==> config.mk <==
export PLATFORM = sky130hd
export DESIGN_NAME = mult_arbiter
export DESIGN_NICKNAME = d
export VERILOG_FILES = /design/src/rtl/mult_arbiter_pkg.sv /design/src/rtl/mult_arbiter_rr_pick.sv /design/src/rtl/mult_arbiter.sv
export SDC_FILE = /design/constraint.sdc
export NUM_CORES = 1
export LEC_CHECK = 0
export BUFFER_PORTS_ARGS = -buffer_cell sky130_fd_sc_hd__buf_2
export CAP_MARGIN = 25
export CORE_ASPECT_RATIO = 1.2
export CORE_MARGIN = 2
export CORE_UTILIZATION = 52
export CTS_BUF_LIST = sky130_fd_sc_hd__clkbuf_4
export CTS_CLUSTER_DIAMETER = 150
export DETAILED_ROUTE_END_ITERATION = 12
export GPL_ROUTABILITY_DRIVEN = 1
export PLACE_DENSITY_LB_ADDON = 0.08
export SETUP_SLACK_MARGIN = 0.15
export SLEW_MARGIN = 20
export SYNTH_ARGS = -nofsm -noshare
export SYNTH_HDL_FRONTEND = slang
export SYNTH_SLANG_ARGS = --single-unit
==> constraint.sdc <==
create_clock -name i_clk -period 1.9 [get_ports i_clk]
set_clock_uncertainty 0.1 [all_clocks]
set_input_delay 0.38 -clock i_clk [delete_from_list [all_inputs] [get_ports i_clk]]
set_output_delay 0.38 -clock i_clk [all_outputs]
set_load 0.005 [all_outputs]
==> src/rtl/mult_arbiter_pkg.sv <==
// Shared types and widths for the multiplier-core arbiter.
//   state_t    : arbiter FSM states (3-bit encoding)
//   operands_t : one requester's {A, B} operand pair
//   cnt_w()    : counter/index width helper (never below 1 bit)
package mult_arbiter_pkg;

  localparam int unsigned OP_W   = 8;
  localparam int unsigned PROD_W = 16;

  typedef enum logic [2:0] {
    ST_IDLE    = 3'd0,
    ST_LOAD_B  = 3'd1,
    ST_RUN     = 3'd2,
    ST_WAIT    = 3'd3,
    ST_RELEASE = 3'd4,
    ST_RESPOND = 3'd5
  } state_t;

  typedef struct packed {
    logic [OP_W-1:0] a;
    logic [OP_W-1:0] b;
  } operands_t;

  // Width needed to count/index n distinct values, at least one bit.
  function automatic int unsigned cnt_w(input int unsigned n);
    return (n > 1) ? $clog2(n) : 1;
  endfunction

endpackage

==> src/rtl/mult_arbiter_rr_pick.sv <==
// Combinational round-robin picker.
//   i_req      : request vector
//   i_ptr      : index with highest priority this round
//   o_onehot_c : one-hot winner (zero when nothing requested)
//   o_idx_c    : binary index of the winner
//   o_any_c    : at least one request present
module mult_arbiter_rr_pick
  import mult_arbiter_pkg::*;
#(
  parameter int unsigned NREQ = 2,
  parameter int unsigned PW   = cnt_w(NREQ)
) (
  input  logic [NREQ-1:0] i_req,
  input  logic [PW-1:0]   i_ptr,
  output logic [NREQ-1:0] o_onehot_c,
  output logic [PW-1:0]   o_idx_c,
  output logic            o_any_c
);

  logic [PW:0]   w_sum;
  logic [PW-1:0] w_pos;

  // Walk the requesters starting at the pointer, wrapping; first hit wins.
  always_comb begin
    o_onehot_c = '0;
    o_idx_c    = '0;
    o_any_c    = 1'b0;
    w_sum      = '0;
    w_pos      = '0;
    for (int unsigned k = 0; k < NREQ; k++) begin
      w_sum = {1'b0, i_ptr} + (PW+1)'(k);
      if (w_sum >= (PW+1)'(NREQ)) begin
        w_sum = w_sum - (PW+1)'(NREQ);
      end
      w_pos = w_sum[PW-1:0];
      if (!o_any_c && i_req[w_pos]) begin
        o_any_c           = 1'b1;
        o_idx_c           = w_pos;
        o_onehot_c[w_pos] = 1'b1;
      end
    end
  end

endmodule

==> src/rtl/mult_arbiter.sv <==
// Shares one 8x8 signed add-shift multiplier core among NREQ requesters.
// Round-robin grant, drives the core's load-B / run / release handshake,
// returns a registered 16-bit product with a one-cycle ack, and aborts
// with err if the core does not finish within TIMEOUT wait cycles.
// Ports:
//   i_clk, i_rst_n   : clock, asynchronous active-low reset
//   i_req            : per-requester request level, held until own ack
//   i_op_a, i_op_b   : signed operands, slot i = [8i+7:8i]
//   o_grant          : one-hot owner of the core
//   o_ack            : one-cycle pulse to owner when product/err valid
//   o_product        : last successful product, holds between acks
//   o_err            : valid with ack, 1 = timeout abort
//   o_mul_s          : operand bus to the core switch input
//   o_mul_clr_ld     : core ClearA_LoadB strobe
//   o_mul_run        : core Run level
//   i_mul_done       : core is in its HALT state
//   i_mul_product    : core {A,B} result
module mult_arbiter
  import mult_arbiter_pkg::*;
#(
  parameter int unsigned NREQ    = 2,
  parameter int unsigned TIMEOUT = 64
) (
  input  logic                   i_clk,
  input  logic                   i_rst_n,
  input  logic [NREQ-1:0]        i_req,
  input  logic [OP_W*NREQ-1:0]   i_op_a,
  input  logic [OP_W*NREQ-1:0]   i_op_b,
  output logic [NREQ-1:0]        o_grant,
  output logic [NREQ-1:0]        o_ack,
  output logic [PROD_W-1:0]      o_product,
  output logic                   o_err,
  output logic [OP_W-1:0]        o_mul_s,
  output logic                   o_mul_clr_ld,
  output logic                   o_mul_run,
  input  logic                   i_mul_done,
  input  logic [PROD_W-1:0]      i_mul_product
);

  localparam int unsigned PW = cnt_w(NREQ);
  localparam int unsigned TW = cnt_w(TIMEOUT);

  state_t              r_state;
  logic [PW-1:0]       r_ptr;
  logic [PW-1:0]       r_win;
  logic [OP_W-1:0]     r_op_a;
  logic [TW-1:0]       r_timer;
  logic [NREQ-1:0]     r_grant;
  logic [NREQ-1:0]     r_ack;
  logic [PROD_W-1:0]   r_product;
  logic                r_err;
  logic [OP_W-1:0]     r_mul_s;
  logic                r_clr_ld;
  logic                r_run;

  operands_t           w_ops [NREQ];
  operands_t           w_sel;
  logic [NREQ-1:0]     w_pick_onehot;
  logic [PW-1:0]       w_pick_idx;
  logic                w_pick_any;
  logic [PW-1:0]       w_ptr_next;

  // Unpack the flat operand buses into per-requester pairs.
  for (genvar g = 0; g < NREQ; g++) begin : g_ops
    assign w_ops[g].a = i_op_a[g*OP_W +: OP_W];
    assign w_ops[g].b = i_op_b[g*OP_W +: OP_W];
  end

  mult_arbiter_rr_pick #(
    .NREQ (NREQ),
    .PW   (PW)
  ) u_rr_pick (
    .i_req      (i_req),
    .i_ptr      (r_ptr),
    .o_onehot_c (w_pick_onehot),
    .o_idx_c    (w_pick_idx),
    .o_any_c    (w_pick_any)
  );

  assign w_sel      = w_ops[w_pick_idx];
  assign w_ptr_next = (r_win == PW'(NREQ-1)) ? '0 : r_win + PW'(1);

  // Arbiter FSM; every core-facing and requester-facing output is a register.
  always_ff @(posedge i_clk or negedge i_rst_n) begin
    if (!i_rst_n) begin
      r_state   <= ST_IDLE;
      r_ptr     <= '0;
      r_win     <= '0;
      r_op_a    <= '0;
      r_timer   <= '0;
      r_grant   <= '0;
      r_ack     <= '0;
      r_product <= '0;
      r_err     <= 1'b0;
      r_mul_s   <= '0;
      r_clr_ld  <= 1'b0;
      r_run     <= 1'b0;
    end else begin
      case (r_state)
        ST_IDLE: begin
          if (w_pick_any) begin
            r_win    <= w_pick_idx;
            r_op_a   <= w_sel.a;
            r_grant  <= w_pick_onehot;
            r_mul_s  <= w_sel.b;
            r_clr_ld <= 1'b1;
            r_state  <= ST_LOAD_B;
          end
        end
        ST_LOAD_B: begin
          r_clr_ld <= 1'b0;
          r_mul_s  <= r_op_a;
          r_run    <= 1'b1;
          r_state  <= ST_RUN;
        end
        ST_RUN: begin
          r_timer <= '0;
          r_state <= ST_WAIT;
        end
        ST_WAIT: begin
          // A done seen on the last allowed cycle still counts as success.
          if (i_mul_done) begin
            r_product <= i_mul_product;
            r_err     <= 1'b0;
            r_run     <= 1'b0;
            r_state   <= ST_RELEASE;
          end else if (r_timer == TW'(TIMEOUT-1)) begin
            r_err   <= 1'b1;
            r_run   <= 1'b0;
            r_state <= ST_RELEASE;
          end else begin
            r_timer <= r_timer + TW'(1);
          end
        end
        ST_RELEASE: begin
          // Wait for the core to leave HALT, except after an abort.
          if (r_err || !i_mul_done) begin
            r_ack   <= r_grant;
            r_state <= ST_RESPOND;
          end
        end
        ST_RESPOND: begin
          r_ack   <= '0;
          r_grant <= '0;
          r_ptr   <= w_ptr_next;
          r_state <= ST_IDLE;
        end
        default: begin
          r_ack    <= '0;
          r_grant  <= '0;
          r_clr_ld <= 1'b0;
          r_run    <= 1'b0;
          r_state  <= ST_IDLE;
        end
      endcase
    end
  end

  assign o_grant      = r_grant;
  assign o_ack        = r_ack;
  assign o_product    = r_product;
  assign o_err        = r_err;
  assign o_mul_s      = r_mul_s;
  assign o_mul_clr_ld = r_clr_ld;
  assign o_mul_run    = r_run;

endmodule

# Word-level counts from Yosys, hierarchy flattened
# Cells that the tools add are included.
# W data, S select, Z words.
word_totals:
  register_bits: 50
  output_inout_bits: 31
  word_cells: 106
  in_bits: 53
op_classes:
  add_sub_neg: 5
  n_bitwise: 6
  n_eq_ne: 11
  n_lt_le_gt_ge: 7
  mux: 41
  reduce_logical: 24
ops:
  columns: ["cell", "count"]
  rows:
  - ["$mux W16", 3]
  - ["$mux W1", 18]
  - ["$pmux W8 S2", 1]
  - ["$reduce_and A2 Y1", 8]
  - ["$reduce_or A4 Y1", 4]
  - ["$pmux W3 S5", 1]
  - ["$mux W3", 4]
  - ["$mux W6", 2]
  - ["$pmux W6 S2", 1]
  - ["$mux W2", 4]
  - ["$mux W8", 1]
  - ["$pmux W2 S2", 2]
  - ["$add A6 B1 Y6 const B", 1]
  - ["$eq A3 B2 Y1 const B", 2]
  - ["$eq A3 B3 Y1 const B", 2]
  - ["$eq A6 B6 Y1 const B", 1]
  - ["$ne A2 B2 Y1 const B", 3]
  - ["$reduce_and A3 Y1", 2]
  - ["$reduce_bool A2 Y1", 3]
  - ["$ge A2 B2 Y1 const B", 2]
  - ["$lt A1 B2 Y1 const B", 2]
  - ["$not A1 Y1", 4]
  - ["$eq A3 B1 Y1 const B", 1]
  - ["$logic_and A1 B1 Y1", 3]
  - ["other kinds (15)", 19]

# Logic depth before layout (Yosys ltp)
depth:
  depth_word: 14
  depth_mapped: 7
  depth_no_buf: 5

# By module
# Synthesis repeated with hierarchy kept, for this count alone.
unflattened:
  hier_cells: 227
  hier_area_um2: 2439.8
by_module_without_submodules:
  columns: ["module", "instances", "area_per_inst_um2", "cells_each", "seq_area_each_um2"]
  rows:
  - ["mult_arbiter", 1, 2407.3, 222, 1251.2]
  - ["mult_arbiter_rr_pick", 1, 32.5, 5, 0.0]

# Worst setup path before layout
# Ideal clock, no wire load.
synth_timing:
  path_type: "register -> register"
  startpoint: "reg r_state[1]"
  endpoint: "reg r_mul_s[6] (netlist: o_mul_s[6])"
  setup_time_ps: 121
  n_path_buf: 2
  t_required_ps: 1679
  arrival_time_ps: 1459
  period_less_slack_ps: 1680
  path_stages_with_launch: 7
  slack_ps: 220
  path_cell_list: "dfrtp_1 -> buf_6 -> or2_4 -> nor3_4 -> buf_6 -> o211ai_2 -> a22o_1"
synth_between:
  elab_chain_len: 3
  word_cells_on_any_way: 6
  cone_classes: "eq/ne: 2; mux: 1; reduce/logical: 3"
synth_lines:
  columns: ["element", "line_no", "rtl"]
  rows:
  - ["start, declared", "mult_arbiter.sv:43", "state_t r_state;"]
  - ["start signal, assigned", "mult_arbiter.sv:86", "r_state <= ST_IDLE;"]
  - ["start signal, assigned", "mult_arbiter.sv:107", "r_state <= ST_LOAD_B;"]
  - ["start signal, assigned", "mult_arbiter.sv:114", "r_state <= ST_RUN;"]
  - ["$eq A3 B1 Y1 or $logic_not A3 Y1 (tied branches)", "mult_arbiter.sv:99", "case (r_state)"]
  - ["$reduce_bool A2 Y1 (no line) or $ne A2 B1 Y1 (tied branches)", null, null]
  - ["$reduce_and A2 Y1 (no line)", null, null]
  - ["end signal, assigned", "mult_arbiter.sv:105", "r_mul_s <= w_sel.b;"]
  - ["end signal, assigned", "mult_arbiter.sv:112", "r_mul_s <= r_op_a;"]
  - ["end, declared", "mult_arbiter.sv:52", "logic [OP_W-1:0] r_mul_s;"]
# Several ways; a longest one is shown, not always the timed one.
# A chain may end at the register's enable or synchronous reset.

# Final worst setup path
layout_timing:
  startpoint: "reg r_state[1]"
  endpoint: "reg r_mul_s[1] (netlist: o_mul_s[1])"
# Same word-level chain as after synthesis.

==> results.py <==
metrics = {
    "cells_and_area": {
        "design_area_mm2": 0.003137,
        "final_net_count": 374,
        "nFillCells": 397,
        "drive_above_1_share_pct": 42.19,
        "area_growth_syn_to_layout_pct": 29.29,
        "multi_input_area_mm2": 0.001047,
        "num_antenna_cells": 0,
        "seq_area_mm2": 0.001252,
    },
    "global_routing": {
        "met3_usage_pct": 4.533,
        "grt_usage_pct": 21.63,
        "grt-ovfl-total": 0,
        "grt_pass1_wl_mm": 8.832,
        "antenna_found_initial": 0,
        "met2_usage_pct": 39.40,
        "grtUsageMet1_pct": 25.40,
        "grt_max_degree": 35,
        "grt_pass1_vias": 2055,
        "grt-busiest-layer": "met2",
    },
    "die": {
        "start_util_pct": 53.59,
        "core.rowCount": 27,
        "io_pins": 84,
        "dieArea_mm2": 0.005230,
        "core_mm2": 0.004527,
        "dieWidth_um": 66.36,
        "die_y_um": 78.83,
    },
    "synthesis": {
        "synth_top_area_share_pct": 51.57,
        "syn_inst": 221,
        "synthFlopType": "dfrtp_1",
        "yosysWarningCount": 0,
        "synth_edf_count": 0,
        "synthTopCellsByArea": "dfrtp_1 (52%), mux2_2 (7.4%), a22o_1 (4.0%)",
        "async_reset_ff_share_pct": 100.0,
        "synth_commonest_cells": "dfrtp_1 (50), a21oi_1 (17), mux2_2 (16)",
        "synthDistinctLibCells": 42,
        "yosysTopAreaCell": "dfrtp_1",
        "syn_avg_cell_area_um2": 10.98,
        "yosysMostFrequentCell": "dfrtp_1",
        "ys_seq_area_share_pct": 51.57,
        "synth_seq_cells": 50,
        "syn-num-nets": 275,
        "syn_area_mm2": 0.002426,
    },
    "worst_hold_path": {
        "hp-start": "i_mul_product[7]",
        "min_delay_path_depth": 2,
        "min_to": "o_product[7]",
        "hp-class": "in -> reg",
    },
    "route": {
        "drt_iter0_drc": 130,
        "ant_nets": 0,
        "routed_via_density": 5.389,
        "wl_per_cell_um": 14.42,
        "wl_mm": 5.452,
        "route.detailed.drc": 0,
        "first_pass_iters": 4,
        "via_count": 2037,
    },
    "worst_setup_path": {
        "crit_family": "simple AND/OR/NAND/NOR gates",
        "required_ns": 2.05,
        "path_cells": "or2_4 -> nor3_4 -> buf_4 -> buf_12 -> o211ai_1 -> a22o_1",
        "reg2reg_to": "o_mul_s[1]",
        "ff2ff_path_depth": 6,
        "slowest_delay_ns": 0.45,
        "regToRegSetupSlack_ns": 0.20,
        "crit_arrival_ns": 1.85,
        "path_buf_inv": 2,
        "crit_path_start": "r_state[1]",
        "critPathSlowestCell": "dfrtp_2",
        "cp_max_fo": 9,
        "start_kind": "flip-flop",
        "reg2reg_from": "r_state[1]",
        "critPathKind": "reg -> reg",
        "setup.worst_path.end_class": "flip-flop",
    },
    "job": {
        "max_cap_violations": 0,
    },
    "power": {
        "p_leak_nw": 1.571,
        "power_density_mw_per_mm2": 1532,
        "p_total_mw": 4.805,
        "ir_worst_vdd_v": 0.0006943,
    },
    "timing": {
        "fin_hold_ws_ns": 0.1389,
        "fin_tns_setup_ns": 0,
        "rsz0062_at_grt": "yes",
        "fin_crit_ns": 1.697,
        "worst_pin_slew_ns": 0.5951,
        "fmax_ghz": 0.5891,
        "finalSetupViolations": 0,
        "layout_setup_ws_ns": 0.2025,
        "drv_slew": 0,
        "final.period_utilization_pct": 89.34,
        "slew_headroom_pct": 60.11,
        "final_hold_viol_count": 0,
    },
    "cts": {
        "htreeDepth": 2,
        "cts_buffers": 5,
        "clockBufferDepth": 2,
        "cts_tree": "built",
        "insertion_delay_ns": 0.36,
        "ctsRootBufferMaster": "clkbuf_4",
        "clk_pin_slew_ns": 0.14,
        "cts.sinks": 50,
    },
    "placement": {
        "placed_area_mm2": 0.002965,
        "port_buffers": 83,
        "dp_hpwl_mm": 3.999,
        "preCtsSetupSlack_ns": 0.1784,
        "place_congestion": 0.8319,
    },
    "status": {
        "outcome": "finished clean",
    },
}
where the power goes:
part           switching [mW]  internal [mW]
Sequential              0.326           1.57
Combinational            1.07           1.26
Clock                   0.310          0.267
Total                    1.71           3.10
how the worst max path moves through the flow:
stage | endpoint | slack [ns] | cells after the start
floorplan | o_mul_s[6] | 0.22 | 6
global placement | o_mul_s[6] | 0.21 | 5
detailed placement | o_mul_s[0] | 0.18 | 2
CTS | o_mul_s[5] | 0.16 | 5
global route | r_state[0] | 0.14 | 5
finish | o_mul_s[1] | 0.20 | 6
metal layers:
metal  share of wire, %  up-vias
li1                   -      999
met1                 42      964
met2                 52       70
met3                4.9        4
met4               0.51        0
met5                  0        -
worst register-to-register path, cell delays in order (launching register included):
cell and delay [ns]:
dfrtp_2 0.45, or2_4 0.28, nor3_4 0.21, buf_4 0.15
buf_12 0.11, o211ai_1 0.10, a22o_1 0.20
layout by cell type, fill, tap and decap left out, types with 2 or more instances in the layout:
cell	n
inv_1	14
a22o_1	11
mux2_2	16
a31oi_1	4
a21oi_1	17
and3_1	2
o211ai_1	8
nand2_1	10
nor2_1	15
clkbuf_4	5
buf_12	3
mux2i_1	9
buf_2	83
buf_4	14
dfrtp_1	49
o21ai_0	11
a21oi_2	2
nand3_1	4
nand2b_1	6
clkbuf_16	2
o21a_1	9
cell families (layout without fill, tap and decap cells):
logic type      after synthesis  after routing  synth area share [%]
compound gates               72             72                 20.53
fa+ha+maj                     1              1                0.5156
flops                        50             50                 51.57
mux                          25             25                 11.14
buf+inv                      25            124                 5.621
simple gates                 48             48                 10.62
registers in the layout (all words and copies together), names as in the netlist:
signal	count
o_product	16
o_mul_s	8
r_op_a	8
r_timer	6
r_state	3
o_ack	2
o_grant	2
o_err	1
o_mul_clr_ld	1
o_mul_run	1
r_ptr	1
r_win	1
metrics by stage:
step                util [%]  std cells
global route           69.29        378
detailed placement     65.51        364
CTS                    67.41        372
finish                 69.29        378
global placement       65.51        364
floorplan                  -        221
layout make-up:
type	instances	area share [%]
flip-flops and latches	50	39.93
multi-input cells	146	33.39
repair buffers	103	20.42
well taps	58	2.314
inverters	14	1.675
clock buffers	5	1.197
clock inverters	2	1.077
timing repair:
action | CTS | global route
pin swaps | 0 | 1
hold endpoints to repair | 18 | 0
setup buffers | 0 | 4
cloned | 0 | 2
setup endpoints to repair | 7 | 20
hold buffers | 1 | 0
resized for setup | 1 | 3
(Power assumes the default switching activity.)
